File: config.mk
export PLATFORM = sky130hd
export DESIGN_NAME = servo_pwm_gen_flat
export DESIGN_NICKNAME = d
export VERILOG_FILES = /design/src/rtl/servo_pwm_gen_pkg.sv /design/src/rtl/servo_pwm_gen_if.sv /design/src/rtl/servo_pwm_gen_tick_edge_detect.sv /design/src/rtl/servo_pwm_gen.sv /design/src/flat_wrapper.sv
export SDC_FILE = /design/constraint.sdc
export NUM_CORES = 1
export LEC_CHECK = 0
export CORE_ASPECT_RATIO = 0.75
export CORE_UTILIZATION = 65
export DETAILED_ROUTE_END_ITERATION = 8
export HOLD_SLACK_MARGIN = 0.1
export PLACE_DENSITY_LB_ADDON = 0.1
export SYNTH_ARGS = -nofsm -noshare
export SYNTH_HDL_FRONTEND = slang
export SYNTH_SLANG_ARGS = --single-unit
export TNS_END_PERCENT = 20
File: constraint.sdc
create_clock -name clk -period 5.9 [get_ports clk]
set_input_delay 0.885 -clock clk [delete_from_list [all_inputs] [get_ports clk]]
set_output_delay 0.885 -clock clk [all_outputs]
set_load 0.01 [all_outputs]
File: src/rtl/servo_pwm_gen_pkg.sv
// Shared servo constants and the width clamp used by the PWM generator and the tracker controller.
package servo_pkg;

    localparam int PERIOD_TICKS = 2000;
    localparam int MIN_PW       = 100;
    localparam int MAX_PW       = 200;
    localparam int STEP         = 4;

    function automatic int clamp(input int value, input int lo, input int hi);
        if (value < lo) begin
            return lo;
        end
        if (value > hi) begin
            return hi;
        end
        return value;
    endfunction

endpackage

File: src/rtl/servo_pwm_gen_if.sv
// Command channel of the servo PWM generator.
// valid/ready: the master holds cmd_valid and cmd_pw stable until the cycle where
// cmd_valid & cmd_ready are both high; that rising clk edge is the single transfer.
interface servo_pwm_gen_if #(
    parameter int PW_W = $clog2(servo_pkg::PERIOD_TICKS)
);
    logic            cmd_valid;
    logic            cmd_ready;
    logic [PW_W-1:0] cmd_pw;

    modport master (output cmd_valid, output cmd_pw, input cmd_ready);
    modport slave  (input cmd_valid, input cmd_pw, output cmd_ready);
endinterface

File: src/rtl/servo_pwm_gen_tick_edge_detect.sv
// Turns a slow level (divided clock) into a one-clk pulse on each rising edge.
module tick_edge_detect (
    input  logic clk,
    input  logic rst_n,
    input  logic level_i,
    output logic tick_o
);
    logic level_q;

    always_ff @(posedge clk or negedge rst_n) begin
        if (!rst_n) begin
            level_q <= 1'b0;
        end else begin
            level_q <= level_i;
        end
    end

    assign tick_o = level_i & ~level_q;
endmodule

File: src/rtl/servo_pwm_gen.sv
// Servo pulse generator: one pulse per frame, width clamped from a command and slew-limited per frame.
module servo_pwm_gen
    import servo_pkg::*;
#(
    parameter int PERIOD_TICKS = servo_pkg::PERIOD_TICKS,
    parameter int MIN_PW       = servo_pkg::MIN_PW,
    parameter int MAX_PW       = servo_pkg::MAX_PW,
    parameter int STEP         = servo_pkg::STEP,
    parameter int PW_W         = $clog2(PERIOD_TICKS)
) (
    input  logic            clk,
    input  logic            rst_n,
    input  logic            sclk_in,
    servo_pwm_gen_if.slave  cmd,
    output logic            pwm,
    output logic            frame_start,
    output logic            at_target
);
    localparam logic [PW_W-1:0] LAST_CNT = PW_W'(PERIOD_TICKS - 1);
    localparam logic [PW_W-1:0] MID_PW   = PW_W'((MIN_PW + MAX_PW) / 2);
    localparam logic [PW_W-1:0] STEP_W   = PW_W'(STEP);

    logic            tick;
    logic            wrap;
    logic            accept;
    logic [PW_W-1:0] cmd_pw_clamped;

    logic [PW_W-1:0] cnt_q,     cnt_d;
    logic            pending_q, pending_d;
    logic [PW_W-1:0] pend_pw_q, pend_pw_d;
    logic [PW_W-1:0] target_q,  target_d;
    logic [PW_W-1:0] cur_pw_q,  cur_pw_d;
    logic            pwm_q;
    logic            frame_start_q;

    tick_edge_detect u_tick (
        .clk     (clk),
        .rst_n   (rst_n),
        .level_i (sclk_in),
        .tick_o  (tick)
    );

    assign wrap           = tick && (cnt_q == LAST_CNT);
    assign accept         = cmd.cmd_valid && !pending_q;
    assign cmd_pw_clamped = PW_W'(clamp(int'(cmd.cmd_pw), MIN_PW, MAX_PW));

    always_comb begin
        cnt_d     = cnt_q;
        pending_d = pending_q;
        pend_pw_d = pend_pw_q;
        target_d  = target_q;
        cur_pw_d  = cur_pw_q;

        if (tick) begin
            cnt_d = wrap ? '0 : cnt_q + 1'b1;
        end

        // Slew uses the old target; a freshly loaded target acts one frame later.
        if (wrap) begin
            if (target_q > cur_pw_q) begin
                cur_pw_d = (target_q - cur_pw_q <= STEP_W) ? target_q : cur_pw_q + STEP_W;
            end else if (cur_pw_q > target_q) begin
                cur_pw_d = (cur_pw_q - target_q <= STEP_W) ? target_q : cur_pw_q - STEP_W;
            end
            if (pending_q) begin
                target_d  = pend_pw_q;
                pending_d = 1'b0;
            end
        end

        // accept needs pending_q low, so it never collides with the clear above.
        if (accept) begin
            pending_d = 1'b1;
            pend_pw_d = cmd_pw_clamped;
        end
    end

    always_ff @(posedge clk or negedge rst_n) begin
        if (!rst_n) begin
            cnt_q         <= '0;
            pending_q     <= 1'b0;
            pend_pw_q     <= MID_PW;
            target_q      <= MID_PW;
            cur_pw_q      <= MID_PW;
            pwm_q         <= 1'b0;
            frame_start_q <= 1'b0;
        end else begin
            cnt_q         <= cnt_d;
            pending_q     <= pending_d;
            pend_pw_q     <= pend_pw_d;
            target_q      <= target_d;
            cur_pw_q      <= cur_pw_d;
            pwm_q         <= (cnt_q < cur_pw_q);
            frame_start_q <= wrap;
        end
    end

    assign cmd.cmd_ready = ~pending_q;
    assign pwm           = pwm_q;
    assign frame_start   = frame_start_q;
    assign at_target     = (cur_pw_q == target_q) && !pending_q;
endmodule

File: src/flat_wrapper.sv
// flat-port wrapper written by rule: the top's interface ports become plain ports
module servo_pwm_gen_flat import servo_pkg::*;
#(
    parameter int PERIOD_TICKS = servo_pkg::PERIOD_TICKS,
    parameter int MIN_PW       = servo_pkg::MIN_PW,
    parameter int MAX_PW       = servo_pkg::MAX_PW,
    parameter int STEP         = servo_pkg::STEP,
    parameter int PW_W         = $clog2(PERIOD_TICKS)
)
  (clk, rst_n, sclk_in, pwm, frame_start, at_target, cmd_cmd_valid, cmd_cmd_pw, cmd_cmd_ready);
  servo_pwm_gen_if #(.PW_W(PW_W)) cmd_i ();
  input  logic clk;
  input  logic rst_n;
  input  logic sclk_in;
  output logic pwm;
  output logic frame_start;
  output logic at_target;
  input wire logic [$bits(cmd_i.cmd_valid)-1:0] cmd_cmd_valid;
  input wire logic [$bits(cmd_i.cmd_pw)-1:0] cmd_cmd_pw;
  output wire logic [$bits(cmd_i.cmd_ready)-1:0] cmd_cmd_ready;
  assign cmd_i.cmd_valid = cmd_cmd_valid;
  assign cmd_i.cmd_pw = cmd_cmd_pw;
  assign cmd_cmd_ready = cmd_i.cmd_ready;
  servo_pwm_gen #(.PERIOD_TICKS(PERIOD_TICKS), .MIN_PW(MIN_PW), .MAX_PW(MAX_PW), .STEP(STEP), .PW_W(PW_W)) u_core (.clk(clk), .rst_n(rst_n), .sclk_in(sclk_in), .cmd(cmd_i), .pwm(pwm), .frame_start(frame_start), .at_target(at_target));
endmodule
* Word-level counts from Yosys, hierarchy flattened
Index checks and enable logic that the tools add are counted.
** Storage, ports and cells
- Memories :: 0
- Bits in registers :: 48
- Output and inout port bits :: 4
- Bits in writable memories :: 0
- Latch bits :: 0
- Bits in read-only memories :: 0
- Word-level logic and storage cells :: 47
** Operators by class
- Equality and inequality tests :: 2
- Reduce and logical (&&, ||, !) cells :: 8
- Multiply operators :: 0
- Divide/modulo/power cells :: 0
- Shift operators :: 0
- Bitwise operators :: 3
- Magnitude comparators :: 7
- Muxes and demuxes :: 14
- $add $sub $neg :: 5
** Operators with widths (number)
- $mux 11 :: 7
- $gt 11x11->1 :: 2
- $le 11x3->1 const B :: 2
- $sub 11x11->11 :: 2
- $add 11x1->11 const B :: 1
- $add 11x3->11 const B :: 1
- $eq 11x11->1 :: 1
- $eq 11x11->1 const B :: 1
- $gt 11x8->1 const B :: 1
- $lt 11x11->1 :: 1
- $lt 11x7->1 const B :: 1
- $sub 11x3->11 const B :: 1
- $mux 8 :: 1
- $mux 7 :: 1
- $mux 1 :: 5
- $reduce_and 2->1 :: 2
- $reduce_bool 2->1 :: 2
- $logic_and 1x1->1 :: 3
- $not 1->1 :: 2
- $and 1x1->1 :: 1
- $logic_not 1->1 :: 1

* Longest topological paths before layout
- Depth in word-level cells :: 5
- Depth in mapped cells :: 13

* Modules after synthesis
A second synthesis with hierarchy kept.
** Second synthesis, totals
- Cell total of the unflattened synthesis :: 436
- Area total of the unflattened synthesis :: 3794.9 sq um
** By module, submodules not included
- servo_pwm_gen :: cells an instance 434, seq. area each 1191.1 sq um, area an instance 3756.1 sq um, instances 1
- tick_edge_detect :: cells an instance 2, seq. area each 25.0 sq um, area an instance 38.8 sq um, instances 1

* Worst setup path before layout
OpenSTA, ideal clock, no wires.
- Kind :: register to register
- Start point :: register u_core.cur_pw_q[2]
- End point :: register u_core.cur_pw_q[5]
- Cell stages (with the launch flop) :: 13
- Period minus slack after synthesis :: 2860 ps
- Setup time :: 138 ps
- Arrival :: 2721 ps
- Path buffers :: 2
- Slack :: 3040 ps
- Cell sequence :: dfstp_2 inv_1 ha_1 buf_2 o21ai_1 or3b_1 a2111oi_2 o2111ai_1 o21ai_2 buf_6 o22ai_1 o21ai_1 o221ai_1
** Between the ends
- Longest elaborated chain between the ends :: 5
- Elaborated cells between the ends (all ways) :: 14
- Those cells by class :: 4 x add/sub; 4 x order compare; 4 x mux; 2 x reduce/logical
** RTL lines
- from (decl) :: RTL line servo_pwm_gen.sv:32 : logic [PW_W-1:0] cur_pw_q, cur_pw_d;
- from (signal assigned) :: RTL line servo_pwm_gen.sv:92 : cur_pw_q <= cur_pw_d;
- $sub 11x11->11 :: RTL line servo_pwm_gen.sv:63 : cur_pw_d = (cur_pw_q - target_q <= STEP_W) ? target_q : cur_pw_q - STEP_W;
- $le 11x3->1 :: RTL line servo_pwm_gen.sv:63
- $mux 11 :: RTL line servo_pwm_gen.sv:63
- $mux 11 :: RTL line servo_pwm_gen.sv:62 : end else if (cur_pw_q > target_q) begin
- $mux 11 :: RTL line servo_pwm_gen.sv:60 : if (target_q > cur_pw_q) begin
Parallel ways exist; a longest one is shown, timed or not. The select of a mux whose other input is x is not followed.
A chain may end at the register's enable or synchronous reset.

* Final worst setup path
- Start point :: register u_core.cur_pw_q[7]
- End point :: output port at_target
** Between the ends
- Longest elaborated chain between the ends :: 2
** RTL lines
- $eq 11x11->1 :: RTL line servo_pwm_gen.sv:101 : assign at_target = (cur_pw_q == target_q) && !pending_q;
- $logic_and 1x1->1 :: RTL line servo_pwm_gen.sv:101
- to (decl) :: RTL line flat_wrapper.sv:17 : output logic at_target;
Every way passes these cells.

==> flow_summary.rst <==
.. list-table::
   :header-rows: 1

   * - Metric
     - Value
   * - Post-route antenna net violation count
     - 0
   * - Synthesized-area fraction occupied by adder cells
     - 0.1156
   * - Post-CTS setup buffer count
     - 0
   * - Post-place setup slack
     - a little under 2000 ps
   * - Antenna violations before repair
     - 0
   * - First-pass iteration count of the detailed router
     - 8
   * - ANT cells
     - 0
   * - Run status
     - completed
   * - Port Buffers
     - 18
   * - Post-layout nets
     - between 500 and 600
   * - Clock latency on the worst-skew pair
     - 300 ps
   * - Via density
     - a little under 7
   * - Buffer type at the clock tree root
     - clkbuf_8
   * - # setup viols final
     - 0
   * - Overall die area
     - about 0.006 mm^2
   * - IO Count
     - 19
   * - Final period utilization
     - 0.7418
   * - Gr ovfl total
     - 0
   * - Synthesis-to-layout area growth
     - 8.818%
   * - Met2 track utilization from global routing
     - 0.6040
   * - Async SR Flop Fraction
     - 1.000
   * - Finished Layout Cells
     - 527
   * - Maximum Capacitance Violations
     - 0
   * - Post-route DRC
     - 0
   * - Number of fill cells
     - 373
   * - Register bit total from synthesis
     - 48
   * - Internal Pwr Total
     - 548.9 uW
   * - Total of warnings raised by yosys
     - 0
   * - Max Fclk
     - around 230 MHz
   * - Number of hold violations in the final report
     - 0
   * - Power share of the clock group
     - 0.399
   * - Count of vias placed by the detailed router
     - 3580
   * - Row count
     - 23
   * - Post-Synth XOR/XNOR Area
     - 0.02312
   * - Main combinational cell family by area after synthesis
     - compound AO/OA/AOI/OAI gates
   * - Crit path largest cell delay
     - 660 ps
   * - Count of H-tree levels built during CTS
     - 2
   * - Area inside the core boundary
     - roughly 0.0055 mm^2
   * - Placed cell count
     - ~520
   * - Simple logic cell fraction of the synthesized area
     - 0.1777
   * - Starting Density
     - 0.6929
   * - Overall routed net length
     - ~10000 um
   * - Largest net degree at the start of global routing
     - 49
   * - Number of enable-type register cells in the synthesized netlist
     - 0
   * - Largest fanout on the critical path
     - 16
   * - Ordered cell list for the critical path
     - inv_1 -> ha_1 -> and4_1 -> nand2_1 -> nor4_1 -> and2_1 -> clkdlybuf4s50_1
   * - Final min period
     - approximately 4400 ps
   * - Average routed wire per standard cell
     - slightly below 20 um
   * - Post-route total power
     - 723.5 uW
   * - Violation count after the first detailed-route iteration
     - roughly 400
   * - TritonCTS Sinks
     - 48
   * - Aggregate negative setup slack
     - 0 ps
   * - RSZ-0062 raised after global routing
     - no
   * - P_sw
     - around 170 uW
   * - Relative contribution of sequential cells to total power
     - 0.515
   * - Class of the most critical setup path
     - flip-flop to output port
   * - Synthesized netlist net count
     - slightly below 500
   * - Netlist Area Pre-Place
     - 0.003789 mm^2
   * - Clock tree skew after final layout
     - 7.639 ps
   * - Transition at the pin with the smallest max-transition slack
     - 1069 ps
   * - Data required time of the critical path
     - 5020 ps
   * - Sequential element share of the synthesized area
     - 0.3210
   * - Number of buffer and inverter stages on the critical path
     - 2
   * - Switching part of the total
     - 0.2413
   * - Final critical-path setup slack
     - roughly 1500 ps
   * - DP Wirelength
     - between 7000 and 8000 um
   * - Crit path arrival time
     - 3490 ps
   * - Power Density
     - 175.5 mW/mm^2
   * - Post-CTS Hold Fix Bufs
     - 0
   * - Primary FF master, synth
     - dfrtp_1
   * - Synth cell types
     - between 60 and 70
   * - Die X
     - about 90 um
   * - Critical path capture point type
     - output port
   * - Final Max Slew Viols
     - 0
   * - Max IR drop VDD
     - ~130 uV
   * - Total CTS buffers
     - 5
   * - First-pass GRT wire length
     - around 16000 um
   * - Overall routing resource usage
     - 0.3477
   * - Max clock buf depth
     - 2
   * - Vias in the first global route
     - around 3300
   * - Family of cells with the greatest summed delay on the critical path
     - simple AND/OR/NAND/NOR gates
   * - Met1 usage
     - 0.4451
   * - Mean instance size in the synthesized netlist
     - ~8.6 um^2
   * - Synth Area in Compound Gates
     - 0.2550
   * - Vertical die dimension
     - roughly 68 um
   * - Path type of the worst min-delay path
     - flip-flop to flip-flop
   * - Crit start category
     - flip-flop
   * - Gates resized, CTS repair
     - 0
   * - CTS tree
     - yes
   * - Slowest cell on the critical path
     - nor4_1
   * - Cell leakage power
     - between 0.0015 and 0.002 uW
   * - Gate power share
     - 0.086
   * - Routability congestion estimate
     - about 1
   * - Fraction of final layout cells with drive strength greater than 1
     - 0.09956
   * - Normalized max-slew margin
     - 0.2872
   * - Multiplexer share of the synthesized area
     - 0.04690
   * - CTS clk-pin slew, worst paths
     - roughly 90 ps
   * - Met3 Use GR
     - 0.07000
   * - Cell count after synthesis
     - between 400 and 500
   * - GRT busiest layer
     - met2
==> worst reg2reg max path, stage by stage, from the launching register on <==
cell and delay (ps):
dfstp_2 610, inv_1 110, ha_1 640, and4_1 310, nand2_1 70, nor4_1 660, nor2_1 360, o21ai_1 520
o22ai_1 200, a22oi_1 230, o21a_1 150
==> worst paths after layout <==
kind | cells after the start | slack [ps] | end | start
setup / recovery | 7 | 1520 | at_target | u_core.cur_pw_q[7]$_DFFE_PN1P_
hold / removal | 2 | 480 | u_core.pend_pw_q[2]$_DFFE_PN1P_ | u_core.pend_pw_q[2]$_DFFE_PN1P_
setup reg to reg | 10 | 2000 | u_core.cur_pw_q[9]$_DFFE_PN0P_ | u_core.cur_pw_q[7]$_DFFE_PN1P_
hold reg to reg | 2 | 480 | u_core.pend_pw_q[2]$_DFFE_PN1P_ | u_core.pend_pw_q[2]$_DFFE_PN1P_
max in group asynchronous | 1 | 4470 | u_core.target_q[0]$_DFFE_PN0P_ | rst_n
min in group asynchronous | 1 | 760 | u_core.cur_pw_q[6]$_DFFE_PN0P_ | rst_n
==> layout by cell type, fill, tap and decap left out, types with 7 or more instances in the layout <==
cell              n
nand3_1          14
inv_1            40
o21ai_0          29
nand2_1          36
dfrtp_1          36
o21ai_1           7
o22ai_1           7
nor2_1           32
ha_1             35
a21oi_1          26
nor3_1           15
dfstp_2          12
mux2_2           10
clkdlybuf4s50_1  17
o211ai_1          7
nand4_1           7
==> Yosys cell counts, types with 3 or more instances <==
master | n | area share
o211a_1 | 3 | 0.0079
o2111ai_1 | 3 | 0.0069
nor3_1 | 15 | 0.020
o21ai_1 | 7 | 0.0092
dfstp_2 | 12 | 0.083
mux2_2 | 10 | 0.030
and2_1 | 4 | 0.0066
a21o_1 | 5 | 0.0099
a211oi_1 | 4 | 0.0079
o21a_1 | 6 | 0.012
ha_1 | 35 | 0.12
mux2i_1 | 5 | 0.013
o22ai_1 | 7 | 0.012
nor2b_1 | 4 | 0.0066
a21oi_1 | 26 | 0.034
a211o_1 | 4 | 0.0092
o211ai_1 | 7 | 0.014
inv_1 | 40 | 0.040
a22o_1 | 4 | 0.0092
xor2_1 | 4 | 0.0092
xnor2_1 | 6 | 0.014
nor2_1 | 32 | 0.032
nand2b_1 | 4 | 0.0066
o21ai_0 | 29 | 0.038
nand4_1 | 7 | 0.012
nand2_1 | 36 | 0.036
o31ai_1 | 3 | 0.0059
o221ai_1 | 5 | 0.012
nor4_1 | 5 | 0.0083
clkbuf_1 | 5 | 0.0050
and3_1 | 4 | 0.0066
nand3_1 | 14 | 0.018
buf_2 | 9 | 0.012
or3_1 | 4 | 0.0066
dfrtp_1 | 36 | 0.24
==> cell families (layout without fill, tap and decap cells) <==
kind of cell	count (synthesis)	in the layout
AO/OA/AOI/OAI	138	138
AND/OR/NAND/NOR	138	138
buffers and inverters	56	67
flip-flops	48	48
adder cells (fa/ha/maj)	35	35
multiplexers	16	16
XOR/XNOR	10	10
==> power groups by stage <==
stage / sequential (uW) / combinational, uW / clock (uW)
after floorplan: 369 / 33.0 / 0
after global placement: 374 / 54.6 / 0
after detailed placement: 375 / 59.7 / 0
after CTS: 370 / 62.7 / 292
after global routing: 373 / 71.2 / 303
final: 372 / 62.5 / 288
==> layout make-up <==
class | count | area [um^2] | share of cell area
Tap cell | 75 | 93.84 | 0.02276
Clock buffer | 5 | 68.82 | 0.01669
Multi-Input combinational cell | 337 | 2342 | 0.5681
Inverter | 40 | 150.1 | 0.03642
Timing Repair Buffer | 19 | 182.7 | 0.04431
Clock inverter | 3 | 68.82 | 0.01669
Sequential cell | 48 | 1216 | 0.2950
==> state kept, by name, summed over array words and instances (netlist names) <==
register	count
u_core.cur_pw_q	11
u_core.frame_start	1
u_core.cnt_q	11
u_core.pending_q	1
u_core.u_tick.level_q	1
u_core.pwm	1
u_core.target_q	11
u_core.pend_pw_q	11
==> through the flow <==
stage	hold WS (ps)	util	area, um^2
3_5_place_dp	464.0	0.7288	3985
2_1_floorplan	446.0	-	3789
3_3_place_gp	460.0	0.7288	3985
4_1_cts	483.5	0.7540	4123
5_1_grt	501.7	0.7540	4123
6_report	478.1	0.7540	4123
==> layer usage <==
metal,vias up,part of all wire
met4,0,0.017
met1,1695,0.41
met3,20,0.12
met5,-,0
met2,222,0.46
li1,1643,-
Power figures use the tool's default switching activity.
